[src/rtl/operand_sel_ctrl_pkg.sv]
// Purpose: shared opcodes, operand-select codes, FSM states and EX payload type
//          for the ID/EX operand-select control stage.
// Ports:   none (package).
package operand_sel_pkg;

  // RV32I major opcodes (instruction[6:0])
  localparam logic [6:0] OP_R      = 7'b0110011;
  localparam logic [6:0] OP_IMM    = 7'b0010011;
  localparam logic [6:0] OP_LOAD   = 7'b0000011;
  localparam logic [6:0] OP_STORE  = 7'b0100011;
  localparam logic [6:0] OP_BRANCH = 7'b1100011;
  localparam logic [6:0] OP_JAL    = 7'b1101111;
  localparam logic [6:0] OP_JALR   = 7'b1100111;
  localparam logic [6:0] OP_LUI    = 7'b0110111;
  localparam logic [6:0] OP_AUIPC  = 7'b0010111;

  // Second-operand mux select codes
  localparam logic [2:0] SEL_PB    = 3'd0;
  localparam logic [2:0] SEL_IMM_I = 3'd1;
  localparam logic [2:0] SEL_IMM_S = 3'd2;
  localparam logic [2:0] SEL_IMM_U = 3'd3;
  localparam logic [2:0] SEL_PC    = 3'd4;
  localparam logic [2:0] SEL_ZERO  = 3'd5;

  typedef enum logic {
    ST_RUN   = 1'b0,
    ST_STALL = 1'b1
  } state_e;

  // Contents of the EX pipeline slot; all-zero is a bubble.
  typedef struct packed {
    logic       valid;
    logic [2:0] s_sel;
    logic [4:0] rd;
    logic       reg_write;
    logic       is_load;
    logic       illegal;
  } ex_t;

endpackage

[src/rtl/operand_sel_ctrl_if.sv]
// Purpose: ID-side inputs and EX-side outputs of the operand-select control stage.
// Ports:   master = pipeline driving ID/ready/flush and observing EX/stall;
//          slave  = operand_sel_ctrl.
interface operand_sel_ctrl_if;
  logic       id_valid;
  logic [6:0] id_opcode;
  logic [4:0] id_rs1;
  logic [4:0] id_rs2;
  logic [4:0] id_rd;
  logic       ex_ready;
  logic       flush;
  logic       id_stall;
  logic       ex_valid;
  logic [2:0] ex_s_sel;
  logic [4:0] ex_rd;
  logic       ex_reg_write;
  logic       ex_is_load;
  logic       ex_illegal;

  modport master (
    output id_valid, id_opcode, id_rs1, id_rs2, id_rd, ex_ready, flush,
    input  id_stall, ex_valid, ex_s_sel, ex_rd, ex_reg_write, ex_is_load, ex_illegal
  );

  modport slave (
    input  id_valid, id_opcode, id_rs1, id_rs2, id_rd, ex_ready, flush,
    output id_stall, ex_valid, ex_s_sel, ex_rd, ex_reg_write, ex_is_load, ex_illegal
  );
endinterface

[src/rtl/operand_sel_ctrl_decode.sv]
// Purpose: combinational ID decode of opcode into operand select and control flags.
// Ports:   opcode_i/rd_i in; sel_o, uses_rs1_o, uses_rs2_o, reg_write_o,
//          is_load_o, illegal_o out. Zero latency, no handshake.
module operand_sel_decode
  import operand_sel_pkg::*;
(
  input  logic [6:0] opcode_i,
  input  logic [4:0] rd_i,
  output logic [2:0] sel_o,
  output logic       uses_rs1_o,
  output logic       uses_rs2_o,
  output logic       reg_write_o,
  output logic       is_load_o,
  output logic       illegal_o
);

  logic no_write;

  always_comb begin
    sel_o      = SEL_ZERO;
    uses_rs1_o = 1'b0;
    uses_rs2_o = 1'b0;
    is_load_o  = 1'b0;
    illegal_o  = 1'b0;
    no_write   = 1'b0;
    case (opcode_i)
      OP_R: begin
        sel_o      = SEL_PB;
        uses_rs1_o = 1'b1;
        uses_rs2_o = 1'b1;
      end
      OP_IMM, OP_JALR: begin
        sel_o      = SEL_IMM_I;
        uses_rs1_o = 1'b1;
      end
      OP_LOAD: begin
        sel_o      = SEL_IMM_I;
        uses_rs1_o = 1'b1;
        is_load_o  = 1'b1;
      end
      OP_STORE: begin
        sel_o      = SEL_IMM_S;
        uses_rs1_o = 1'b1;
        uses_rs2_o = 1'b1;
        no_write   = 1'b1;
      end
      OP_LUI, OP_AUIPC: sel_o = SEL_IMM_U;
      OP_JAL:           sel_o = SEL_PC;
      OP_BRANCH: begin
        sel_o      = SEL_PB;
        uses_rs1_o = 1'b1;
        uses_rs2_o = 1'b1;
        no_write   = 1'b1;
      end
      default: begin
        illegal_o = 1'b1;
        no_write  = 1'b1;
      end
    endcase
  end

  // Writes to x0 are architecturally discarded, so never flag them.
  assign reg_write_o = !no_write && (rd_i != 5'd0);

endmodule

[src/rtl/operand_sel_ctrl.sv]
// Purpose: ID/EX operand-select control: decode, load-use hazard bubbles, EX register.
// Ports:   clk, rst_n (async active-low); bus (slave) carries ID inputs, ex_ready,
//          flush, combinational id_stall and registered ex_* outputs (1-cycle ID->EX).
module operand_sel_ctrl
  import operand_sel_pkg::*;
#(
  parameter int unsigned LOAD_USE_STALLS = 1
) (
  input  logic              clk,
  input  logic              rst_n,
  operand_sel_ctrl_if.slave bus
);

  // First hazard cycle already emits one bubble, so the counter covers the rest.
  localparam logic [2:0] STALL_RELOAD = 3'(LOAD_USE_STALLS - 1);
  localparam logic       MULTI_STALL  = (LOAD_USE_STALLS > 1);

  state_e     state_q, state_d;
  logic [2:0] cnt_q, cnt_d;
  ex_t        ex_q, ex_d;
  logic       stall;
  logic       hazard;

  logic [2:0] dec_sel;
  logic       dec_rs1, dec_rs2, dec_rw, dec_ld, dec_ill;

  operand_sel_decode u_decode (
    .opcode_i    (bus.id_opcode),
    .rd_i        (bus.id_rd),
    .sel_o       (dec_sel),
    .uses_rs1_o  (dec_rs1),
    .uses_rs2_o  (dec_rs2),
    .reg_write_o (dec_rw),
    .is_load_o   (dec_ld),
    .illegal_o   (dec_ill)
  );

  // Bubbles have ex_valid=0 and is_load=0, so they can never retrigger a stall.
  assign hazard = bus.id_valid && ex_q.valid && ex_q.is_load && (ex_q.rd != 5'd0) &&
                  ((dec_rs1 && (bus.id_rs1 == ex_q.rd)) ||
                   (dec_rs2 && (bus.id_rs2 == ex_q.rd)));

  always_comb begin
    state_d = state_q;
    cnt_d   = cnt_q;
    ex_d    = ex_q;
    stall   = 1'b0;
    if (bus.flush) begin
      ex_d    = '0;
      state_d = ST_RUN;
      cnt_d   = 3'd0;
    end else if (!bus.ex_ready) begin
      stall = 1'b1;
    end else if (state_q == ST_STALL) begin
      stall = 1'b1;
      ex_d  = '0;
      cnt_d = cnt_q - 3'd1;
      if (cnt_q == 3'd1) state_d = ST_RUN;
    end else if (hazard) begin
      stall = 1'b1;
      ex_d  = '0;
      if (MULTI_STALL) begin
        state_d = ST_STALL;
        cnt_d   = STALL_RELOAD;
      end
    end else if (bus.id_valid) begin
      ex_d = '{valid: 1'b1, s_sel: dec_sel, rd: bus.id_rd,
               reg_write: dec_rw, is_load: dec_ld, illegal: dec_ill};
    end else begin
      ex_d = '0;
    end
  end

  always_ff @(posedge clk or negedge rst_n) begin
    if (!rst_n) begin
      state_q <= ST_RUN;
      cnt_q   <= 3'd0;
      ex_q    <= '0;
    end else begin
      state_q <= state_d;
      cnt_q   <= cnt_d;
      ex_q    <= ex_d;
    end
  end

  // Held low during reset even if EX reports not-ready.
  assign bus.id_stall     = stall && rst_n;
  assign bus.ex_valid     = ex_q.valid;
  assign bus.ex_s_sel     = ex_q.s_sel;
  assign bus.ex_rd        = ex_q.rd;
  assign bus.ex_reg_write = ex_q.reg_write;
  assign bus.ex_is_load   = ex_q.is_load;
  assign bus.ex_illegal   = ex_q.illegal;

endmodule

[src/flat_wrapper.sv]
// flat-port wrapper written by rule: the top's interface ports become plain ports
module operand_sel_ctrl_flat import operand_sel_pkg::*;
#(
  parameter int unsigned LOAD_USE_STALLS = 1
)
  (clk, rst_n, bus_id_valid, bus_id_opcode, bus_id_rs1, bus_id_rs2, bus_id_rd, bus_ex_ready, bus_flush, bus_id_stall, bus_ex_valid, bus_ex_s_sel, bus_ex_rd, bus_ex_reg_write, bus_ex_is_load, bus_ex_illegal);
  operand_sel_ctrl_if bus_i ();
  input  logic clk;
  input  logic rst_n;
  input wire logic [$bits(bus_i.id_valid)-1:0] bus_id_valid;
  input wire logic [$bits(bus_i.id_opcode)-1:0] bus_id_opcode;
  input wire logic [$bits(bus_i.id_rs1)-1:0] bus_id_rs1;
  input wire logic [$bits(bus_i.id_rs2)-1:0] bus_id_rs2;
  input wire logic [$bits(bus_i.id_rd)-1:0] bus_id_rd;
  input wire logic [$bits(bus_i.ex_ready)-1:0] bus_ex_ready;
  input wire logic [$bits(bus_i.flush)-1:0] bus_flush;
  output wire logic [$bits(bus_i.id_stall)-1:0] bus_id_stall;
  output wire logic [$bits(bus_i.ex_valid)-1:0] bus_ex_valid;
  output wire logic [$bits(bus_i.ex_s_sel)-1:0] bus_ex_s_sel;
  output wire logic [$bits(bus_i.ex_rd)-1:0] bus_ex_rd;
  output wire logic [$bits(bus_i.ex_reg_write)-1:0] bus_ex_reg_write;
  output wire logic [$bits(bus_i.ex_is_load)-1:0] bus_ex_is_load;
  output wire logic [$bits(bus_i.ex_illegal)-1:0] bus_ex_illegal;
  assign bus_i.id_valid = bus_id_valid;
  assign bus_i.id_opcode = bus_id_opcode;
  assign bus_i.id_rs1 = bus_id_rs1;
  assign bus_i.id_rs2 = bus_id_rs2;
  assign bus_i.id_rd = bus_id_rd;
  assign bus_i.ex_ready = bus_ex_ready;
  assign bus_i.flush = bus_flush;
  assign bus_id_stall = bus_i.id_stall;
  assign bus_ex_valid = bus_i.ex_valid;
  assign bus_ex_s_sel = bus_i.ex_s_sel;
  assign bus_ex_rd = bus_i.ex_rd;
  assign bus_ex_reg_write = bus_i.ex_reg_write;
  assign bus_ex_is_load = bus_i.ex_is_load;
  assign bus_ex_illegal = bus_i.ex_illegal;
  operand_sel_ctrl #(.LOAD_USE_STALLS(LOAD_USE_STALLS)) u_core (.clk(clk), .rst_n(rst_n), .bus(bus_i));
endmodule
[config.mk]
export PLATFORM = sky130hd
export DESIGN_NAME = operand_sel_ctrl_flat
export DESIGN_NICKNAME = d
export VERILOG_FILES = /design/src/rtl/operand_sel_ctrl_pkg.sv /design/src/rtl/operand_sel_ctrl_if.sv /design/src/rtl/operand_sel_ctrl_decode.sv /design/src/rtl/operand_sel_ctrl.sv /design/src/flat_wrapper.sv
export SDC_FILE = /design/constraint.sdc
export NUM_CORES = 1
export LEC_CHECK = 0
export BUFFER_PORTS_ARGS = -buffer_cell sky130_fd_sc_hd__buf_2
export CORE_MARGIN = 4
export CORE_UTILIZATION = 51
export CTS_CLUSTER_SIZE = 20
export DETAILED_ROUTE_END_ITERATION = 7
export PLACE_DENSITY = 0.82
export SLEW_MARGIN = 25
export SYNTH_ARGS = -nofsm -noshare
export SYNTH_HDL_FRONTEND = slang
export SYNTH_HIERARCHICAL = 1
export SYNTH_SLANG_ARGS = --single-unit
[constraint.sdc]
create_clock -name clk -period 4.95 [get_ports clk]
set_clock_uncertainty 0.15 [all_clocks]
set_input_delay 0.7425 -clock clk [delete_from_list [all_inputs] [get_ports clk]]
set_output_delay 0.7425 -clock clk [all_outputs]
set_load 0.02 [all_outputs]
Word-level counts from Yosys, hierarchy flattened
Index checks and enable logic that the tools add are counted.
{"block": "word_totals", "out_inout_bits": 13, "wordCells": 63, "ff_bits": 16}
{"block": "classes", "n_eq_ne": 12, "n_addsub": 1, "reduce_logical": 21, "n_mux": 21}
{"op": "$mux W12", "count": 5}
{"op": "$eq A7 B6 Y1 const B", "count": 3}
{"op": "$eq A7 B7 Y1 const B", "count": 3}
{"op": "$pmux W3 S5", "count": 1}
{"op": "$eq A7 B5 Y1 const B", "count": 2}
{"op": "$mux W1", "count": 12}
{"op": "$eq A5 B5 Y1", "count": 2}
{"op": "$reduce_bool A5 Y1", "count": 2}
{"op": "$mux W3", "count": 3}
{"op": "$reduce_or A9 Y1", "count": 1}
{"op": "$logic_and A1 B1 Y1", "count": 8}
{"op": "$eq A7 B2 Y1 const B", "count": 1}
{"op": "$reduce_or A7 Y1", "count": 1}
{"op": "$reduce_or A3 Y1", "count": 2}
{"op": "$reduce_or A6 Y1", "count": 1}
{"op": "$reduce_bool A2 Y1", "count": 2}
{"op": "$reduce_or A2 Y1", "count": 2}
{"op": "$eq A3 B1 Y1 const B", "count": 1}
{"op": "$sub A3 B1 Y3 const B", "count": 1}
{"op": "$reduce_and A2 Y1", "count": 1}
{"op": "$logic_or A1 B1 Y1", "count": 1}

Longest topological paths before layout
Gate-level depths: netlist (run 1).
{"block": "depth", "word_depth": 11, "mapped_depth": 7}

By module
Netlist (run 1), hierarchy kept.
{"mod": "operand_sel_ctrl", "cells_each": 96, "instances": 1, "area_each_um2": 927.1}
{"mod": "operand_sel_decode", "cells_each": 29, "instances": 1, "area_each_um2": 193.9}

Least setup slack after synthesis (run 1)
OpenSTA, ideal clock, no wires.
{"block": "synth_path", "path_type": "in2out", "start": "input bus_id_opcode[1]", "end": "output bus_id_stall", "t_required_ns": 4.058, "setup_slack_ns": 2.209, "arrival_time_ns": 1.849, "path_stages": 6, "path_cell_list": "nand2_2 -> or2_1 -> a2111oi_2 -> nand2_1 -> o22ai_1 -> a32o_1"}
{"block": "synth_via", "elab_chain_cells": 11}
{"element": "from (decl)", "line": "flat_wrapper.sv:11", "source": "input wire logic [$bits(bus_i.id_opcode)-1:0] bus_id_opcode;"}
{"element": "$eq A7 B6 Y1 / $eq A7 B7 Y1 (equally long branches)", "line": "operand_sel_ctrl_decode.sv:26", "source": "case (opcode_i)"}
{"element": "$reduce_or A3 Y1 (no line) (*)"}
{"element": "$mux W1 (*)", "line": "operand_sel_ctrl_decode.sv:26"}
{"element": "named net u_core.dec_rs2", "line": "operand_sel_ctrl.sv:25", "source": "logic dec_rs1, dec_rs2, dec_rw, dec_ld, dec_ill;"}
{"element": "$logic_and A1 B1 Y1 (*)", "line": "operand_sel_ctrl.sv:41", "source": "(dec_rs2 && (bus.id_rs2 == ex_q.rd)));"}
{"element": "$logic_or A1 B1 Y1 (*)", "line": "operand_sel_ctrl.sv:40", "source": "((dec_rs1 && (bus.id_rs1 == ex_q.rd)) ||"}
{"element": "$logic_and A1 B1 Y1 (*)", "line": "operand_sel_ctrl.sv:39", "source": "assign hazard = bus.id_valid && ex_q.valid && ex_q.is_load && (ex_q.rd != 5'd0) &&"}
{"element": "$mux W1 (*)", "line": "operand_sel_ctrl.sv:59", "source": "end else if (hazard) begin"}
{"element": "$mux W1 (*)", "line": "operand_sel_ctrl.sv:54", "source": "end else if (state_q == ST_STALL) begin"}
{"element": "$mux W1 (*)", "line": "operand_sel_ctrl.sv:52", "source": "end else if (!bus.ex_ready) begin"}
{"element": "$mux W1 (*)", "line": "operand_sel_ctrl.sv:48", "source": "if (bus.flush) begin"}
{"element": "$logic_and A1 B1 Y1 (*)", "line": "operand_sel_ctrl.sv:87", "source": "assign bus.id_stall = stall && rst_n;"}
{"element": "to (decl)", "line": "flat_wrapper.sv:17", "source": "output wire logic [$bits(bus_i.id_stall)-1:0] bus_id_stall;"}
Mark *: on every way through the listed nets, which the timed path passes. The rest lies on a longest branch.

Worst setup path after layout (run 1)
{"block": "layout_path", "start": "register u_core.ex_q, in the netlist u_core/bus.ex_rd[1]", "end": "output bus_id_stall"}
{"block": "layout_via", "elab_chain_cells": 9}
{"element": "from (decl)", "line": "operand_sel_ctrl.sv:20", "source": "ex_t ex_q, ex_d;"}
{"element": "from (signal assigned)", "line": "operand_sel_ctrl.sv:78", "source": "ex_q <= '0;"}
{"element": "from (signal assigned)", "line": "operand_sel_ctrl.sv:82", "source": "ex_q <= ex_d;"}
{"element": "$eq A5 B5 Y1 (on tied branches)", "line": "operand_sel_ctrl.sv:40, operand_sel_ctrl.sv:41"}
{"element": "$logic_and A1 B1 Y1 (on tied branches)", "line": "operand_sel_ctrl.sv:40, operand_sel_ctrl.sv:41"}
{"element": "$logic_or A1 B1 Y1", "line": "operand_sel_ctrl.sv:40"}
{"element": "$logic_and A1 B1 Y1 (*)", "line": "operand_sel_ctrl.sv:39"}
{"element": "$mux W1 (*)", "line": "operand_sel_ctrl.sv:59"}
{"element": "$mux W1 (*)", "line": "operand_sel_ctrl.sv:54"}
{"element": "$mux W1 (*)", "line": "operand_sel_ctrl.sv:52"}
{"element": "$mux W1 (*)", "line": "operand_sel_ctrl.sv:48"}
{"element": "$logic_and A1 B1 Y1 (*)", "line": "operand_sel_ctrl.sv:87"}
Every way passes the cells marked *; elsewhere a longest branch is shown, timed or not.

==> metrics.txt, run 1 <==
status completed; post-synthesis simple-gate area fraction 0.203; Hold Fails Final Rpt 0; number of global-route vias before repair just over 1k; mux share of post-synthesis cell area 0; Max clock buf depth 2; Area Overhead vs Synth 19.4%; LEAKAGE about 0.58 nW; Crit Path Max Fanout 13; Post-Synth Adder-Cell Area 0.0223; Avg Synthesized Cell Area ~9 µm²; Non-Filler Instances ~190; Achievable Freq a little over 0.3 GHz; pins over their slew limit 0; max cap viols 0; CP endpoint kind output port; post-DP HPWL ~2200 µm; antenna fix cells 0; Ports 40; Post-synth EDFFs 0; std cell rows 16; worst hold margin about 0.21 ns; Total Nets Final 191; die height ~55 µm; post-CTS sizing 0; pwr dens around 220 nW/µm²; period utilization 0.656; post-layout util 0.662; switch share 0.300; Slew @ Worst Pin slightly above 0.8 ns; crit path time final around 3.2 ns; Min-Delay Path Class in2async; yosys warns 6; largest net degree at the start of global routing 25; initial antenna violation count 0; DRC Markers 0; port bufs 39; Int Pwr between 0.2 and 0.25 mW; H-tree depth reported by CTS 1; Initial Util 0.554; setup TNS 0 ns; Final Wtd Congestion ~0.75; fraction of registers with async set/reset 1.00; 1st-iter DRT viols 43; Post-Place Cells between 150 and 200; top post-synthesis cells by area dfrtp_1 (36%), a32oi_1 (8.6%), xnor2_1 (8.6%), nand2_1 (5.0%), o21ai_1 (4.9%); die width between 50 and 60 µm; startpoint types flop; Synth Register Bits 16; Syn Nets approximately 150; Worst-path clk slew around 0.10 ns; cts bufs inserted 3; clock root cell clkbuf_4; Seq pwr share 0.479; vias after detailed routing roughly 1.1k; Synth Flop Type dfrtp_1; Setup WS pre-CTS roughly 1.9 ns; final worst slack roughly 1.7 ns; Final ANT Viol Nets 0; Synth top area share 0.357; Synth Area in XOR/XNOR 0.0938; Comb power frac 0.226; Max VDD drop approximately 200 µV; Synth area leader dfrtp_1; synth unique cells 36; Synth Instances between 100 and 150; core area 2020 µm²; CP Data Arrival Time roughly 2.4 ns; # hold bufs at CTS 0; vias per inst slightly below 6; main combinational cell family by area after synthesis compound AO/OA/AOI/OAI gates; Setup Buffers After CTS 0; WS Path Type reg2out; Max-Slew Margin vs Limit 0.446; post-synthesis sequential area ratio 0.357; WL final a little under 3000 µm; CTS tree done; first-pass GRT wire length 4530 µm; total gr overflow 0; compound-gate portion of the synthesized area 0.254; Die Footprint 3010 µm²; Post-Syn Area ~1100 µm²; Clock Sinks 16; required time worst endpoint 4.06 ns; DR pass1 iterations 4; final setup fails 0; Total GRT Usage 0.211; RSZ-0062 raised after global routing false; drt wl/cell 15.4 µm; switching pwr between 0.09 and 0.1 mW; clock network fraction of design power 0.295; worst-skew pair later-pin latency between 0.2 and 0.3 ns; layout cells sized above 1 0.298
per-stage QoR:
stage,cell area [µm²],total power [mW]
floorplan,1120,0.185
global placement,1300,0.211
detailed placement,1300,0.214
CTS,1340,0.301
global route,1340,0.317
finish,1340,0.300
sequential cells by signal, indices dropped and copies added (netlist names):
register,cells
u_core/state_q,1
u_core/bus.ex_reg_write,1
u_core/bus.ex_is_load,1
u_core/bus.ex_illegal,1
u_core/bus.ex_valid,1
u_core/bus.ex_s_sel,3
u_core/cnt_q,3
u_core/bus.ex_rd,5
cell type report:
class	instances	area [µm²]
Sequential cell	16	400
Timing Repair Buffer	40	203
Fill cell	175	683
Clock buffer	4	36.3
Multi-Input combinational cell	95	643
Tap cell	27	33.8
Inverter	6	22.5
worst paths after layout:
kind	to	slack, ns	startpoint	cells past startpoint
setup / recovery	bus_id_stall	1.70	u_core/bus.ex_rd[1]	5
hold / removal	u_core/bus.ex_rd[3]	0.21	rst_n	1
setup reg to reg	u_core/bus.ex_rd[4]	2.84	u_core/bus.ex_rd[1]	4
max in group asynchronous	u_core/state_q	4.17	rst_n	1
min in group clk	u_core/bus.ex_illegal	0.37	u_core/bus.ex_illegal	2
hold reg to reg	u_core/bus.ex_illegal	0.37	u_core/bus.ex_illegal	2
placed cells by master (no fill, tap or decap), drive strengths merged, types with 2 or more instances in the layout:
master  count
buf        40
dfrtp      16
nand2      16
o21ai      13
xnor2      11
a32oi      11
inv         6
nor2        6
a21oi       4
clkbuf      4
nor3b       4
nor3        3
nand2b      2
nand4       2
or4         2
ha          2
or2         2
a211o       2
o21bai      2
power groups by stage:
stage | clock [mW] | combinational [mW] | sequential (mW)
2_1_floorplan | 0 | 0.0328 | 0.153
5_1_grt | 0.0985 | 0.0741 | 0.145
6_report | 0.0883 | 0.0678 | 0.144
3_3_place_gp | 0 | 0.0651 | 0.146
3_5_place_dp | 0 | 0.0675 | 0.146
4_1_cts | 0.0895 | 0.0677 | 0.144
synthesized netlist by cell type, types with 3 or more instances:
master,number
a21oi_1,4
nor3_1,3
inv_1,6
nor2_1,6
nand2_1,15
buf_2,5
a32oi_1,11
nor3b_1,3
dfrtp_1,16
xnor2_1,11
o21ai_1,11
critical path: stages (launching register included):
cell,delay (ns)
dfrtp_1,0.46
or4_1,0.58
o2111ai_2,0.53
nor3b_1,0.12
a32o_1,0.23
buf_2,0.15
per-layer routing:
layer	vias up	global-route usage	wire [µm]
met5	-	0	0
li1	531	-	-
met2	69	0.366	1370
met3	6	0.0436	312
met4	0	0.0913	46
met1	505	0.249	1160
kinds of logic (layout without fill, tap and decap cells):
family / count (synthesis) / after routing
AND/OR/NAND/NOR: 42 / 42
buffers and inverters: 14 / 50
AO/OA/AOI/OAI: 39 / 39
XOR/XNOR: 12 / 12
flip-flops: 16 / 16
adder cells (fa/ha/maj): 2 / 2
No activity file was read; power rests on OpenSTA's default activity.
==> run 2: changes to the inputs <==
- ABC_AREA: default -> 1
- CORE_UTILIZATION: 51 -> 50
- PLACE_DENSITY: 0.82 -> 0.79
- clock period: 4.95 -> 3.05 ns (I/O delays scaled with it)
==> run 2 against run 1 <==
  * Sequential cell count did not move
  * Area after synthesis rose by 11%
  * Via count rose by 22%
  * Combinational power rose by 47%
  * Wire length rose by 3.9%
  * Critical path type is now in2out
  * Largest cell class unchanged
==> metrics.txt, run 2 <==
Avg Synthesized Cell Area 5.94 µm² (-34%); startpoint types input port; Setup crit end bus_id_stall; Synth Register Bits 16 (unchanged); Max VDD drop 245 µV (+24%); Crit Path Max Fanout 13 (unchanged); CP endpoint kind output port; Synth top cells by count nand2_1 (72), inv_1 (38), nor2_1 (34); total gr overflow 0 (unchanged); Setup WS pre-CTS 0.503 ns (-1.37 ns); Initial Util 0.541 (-0.0136); WS Path Type in2out; DRC Markers 0 (unchanged); synth unique cells 24 (-33%); clock root cell clkbuf_4; Total GRT Usage 0.183 (-0.0282); most frequent cells in the layout nand2_1 (72), buf_2 (39), inv_1 (38); post-DP HPWL 2320 µm (+6.7%); CP max stage cell nand2_2; Setup Buffers After CTS 0 (unchanged); Die Footprint 3350 µm² (+11%); Syn Nets 238 (+55%); Achievable Freq a little under 0.4 GHz; port bufs 39 (unchanged); Synth Instances 209 (+67%); H-tree depth reported by CTS 1 (unchanged); Clock Sinks 16 (unchanged); count leader, synth nand2_1; Final ANT Viol Nets 0 (unchanged); R2R cell count 9 (+5); Buf+Inv Stages, Crit Path 4 (+3); cell family with most CP delay simple AND/OR/NAND/NOR gates; Critical Path Stages 15 (+10); top post-synthesis cells by area dfrtp_1 (32%), nand2_1 (22%), inv_1 (11%), nor2_1 (10%), nand3_1 (8.5%); Min-Delay Path Class in2reg; yosys warns 6 (unchanged); vias per inst 4.87 (-18%); Synth area leader dfrtp_1; first-pass GRT wire length 4770 µm (+5.3%); die height 57.9 µm (+5.4%); final setup fails 0 (unchanged); largest net degree at the start of global routing 18 (-28%); CP Data Arrival Time 2.00 ns (-0.35 ns); layout cells sized above 1 0.216 (-0.0821); cts bufs inserted 3 (unchanged); commonest non-fill, non-tap cell in the layout nand2_1; final worst slack 0.447 ns (-1.26 ns); Synth Flop Type dfrtp_1; critical-path cell list buf_2 > inv_1 > nand2_1 > nor2_2 > nand2_1 > nand2_1 > inv_1 > nand2_1 > nand2_1 > nor2_1 > nand3_1 > nand2_1 > nand2_2 > a21oi_4 > buf_2; pwr dens 310 nW/µm² (+39%); LEAKAGE 0.967 nW (+66%); number of global-route vias before repair 1120 (+8.4%); Total Nets Final 280 (+47%); Post-synth EDFFs 0 (unchanged); RSZ-0062 raised after global routing false; 1st-iter DRT viols 89 (+110%); Max-Slew Margin vs Limit 0.496 (+0.0496); Slew @ Worst Pin 0.754 ns (-0.0763 ns); core area 2300 µm² (+14%); CTS tree done; WL final 3000 µm (+3.9%); vias after detailed routing 1354 (+22%); post-synthesis sequential area ratio 0.322 (-0.0349); RR Endpoint u_core/bus.ex_illegal; Final Wtd Congestion 0.884 (+18%); reg2reg start u_core/bus.ex_rd[4]; Hold Fails Final Rpt 0 (unchanged); pins over their slew limit 0 (unchanged); Max clock buf depth 2 (unchanged); number of flip-flops under the largest register name 5 (unchanged); max cap viols 0 (unchanged); Ports 40 (unchanged); DR pass1 iterations 4 (unchanged); status completed; fraction of registers with async set/reset 1.00 (unchanged); slowest stage delay, CP 0.17 ns (-0.41 ns); Worst-path clk slew 0.09 ns (about the same); Fillers 246 (+41%); initial antenna violation count 0 (unchanged); setup TNS 0 ns (unchanged); Area Overhead vs Synth 20.6%; post-layout util 0.653 (-0.00962); reg-to-reg slack, setup 1.51 ns (-1.33 ns); crit path time final 2.60 ns; drt wl/cell 10.8 µm (-30%); std cell rows 17 (+1); required time worst endpoint 2.44 ns (-1.62 ns); Synth top area share 0.322 (-0.0349); worst-skew pair later-pin latency 0.29 ns (about the same); most used cell, CP nand2_1; critical path startpoint bus_id_opcode[4]; Post-Syn Area 1240 µm² (+11%); die width 57.9 µm (+5.4%); period utilization 0.853; antenna fix cells 0 (unchanged)
==> run 2: cell count changes after synthesis, sizes merged, moves of 3 or more <==
cell,before,now
nand2,16,76
buf,8,3
nand3,1,21
nor2,6,36
inv,6,41
a32oi,11,0
o21ai,13,3
xnor2,11,0
nor3b,4,1
==> run 2: worst reg2reg max path, stage by stage, from the launching register on <==
cell	delay (ns)
dfrtp_1	0.41
inv_1	0.10
nand2_1	0.07
nand2_1	0.05
nor2_1	0.13
nand3_1	0.08
nand2_1	0.08
nand2_2	0.17
nand3_1	0.14
nand2_1	0.06
==> run 2: kinds of logic after synthesis <==
kind of cell               Yosys count  synth area share
AOI/OAI and AO/OA                    9            0.0483
adders and majority gates            2            0.0201
buffers and inverters               45             0.146
DFF                                 16             0.322
and+or+nand+nor                    137             0.463
==> run 2: how the worst min path moves through the flow <==
stage                   start                     to  slack, ns  cells after the start
floorplan               rst_n  u_core/bus.ex_illegal       0.01                      0
global placement        rst_n  u_core/bus.ex_illegal       0.24                      1
detailed placement      rst_n    u_core/bus.ex_rd[4]       0.24                      1
CTS                 bus_flush        u_core/cnt_q[1]       0.19                      2
global route        bus_flush        u_core/cnt_q[1]       0.20                      2
finish              bus_flush        u_core/cnt_q[1]       0.19                      2
==> run 2: final cells by class <==
cell class,count,area (µm²),share of cell area
Tap cell,28,35.0,0.0234
Clock buffer,4,36.3,0.0242
Multi-Input combinational cell,148,661,0.441
Sequential cell,16,400,0.267
Inverter,41,154,0.103
Timing Repair Buffer,41,213,0.142
==> run 2: routing by layer <==
layer  share of wire  track usage
met5               0            0
met4           0.025       0.0695
met3           0.075       0.0245
met2            0.44        0.308
met1            0.46        0.238
==> run 2: where the power goes <==
part           switching [mW]  total, mW  internal, mW
Clock                  0.0698      0.143        0.0728
Sequential            0.00547      0.223         0.218
Combinational          0.0627     0.0995        0.0367
==> run 2: repair_timing <==
| action | CTS | global route |
|---|---|---|
| hold buffers | 1 | 0 |
| resized for setup | 0 | 0 |
| endpoints found under the hold margin | 16 | 0 |
==> run 2: metrics by stage <==
step,instances,area [µm²],hold slack (ns),total power [mW]
finish,278,1500,0.194,0.465
global route,278,1500,0.199,0.493
CTS,278,1500,0.188,0.469
detailed placement,273,1450,0.242,0.325
global placement,273,1450,0.241,0.324
floorplan,209,1240,0.0119,0.283
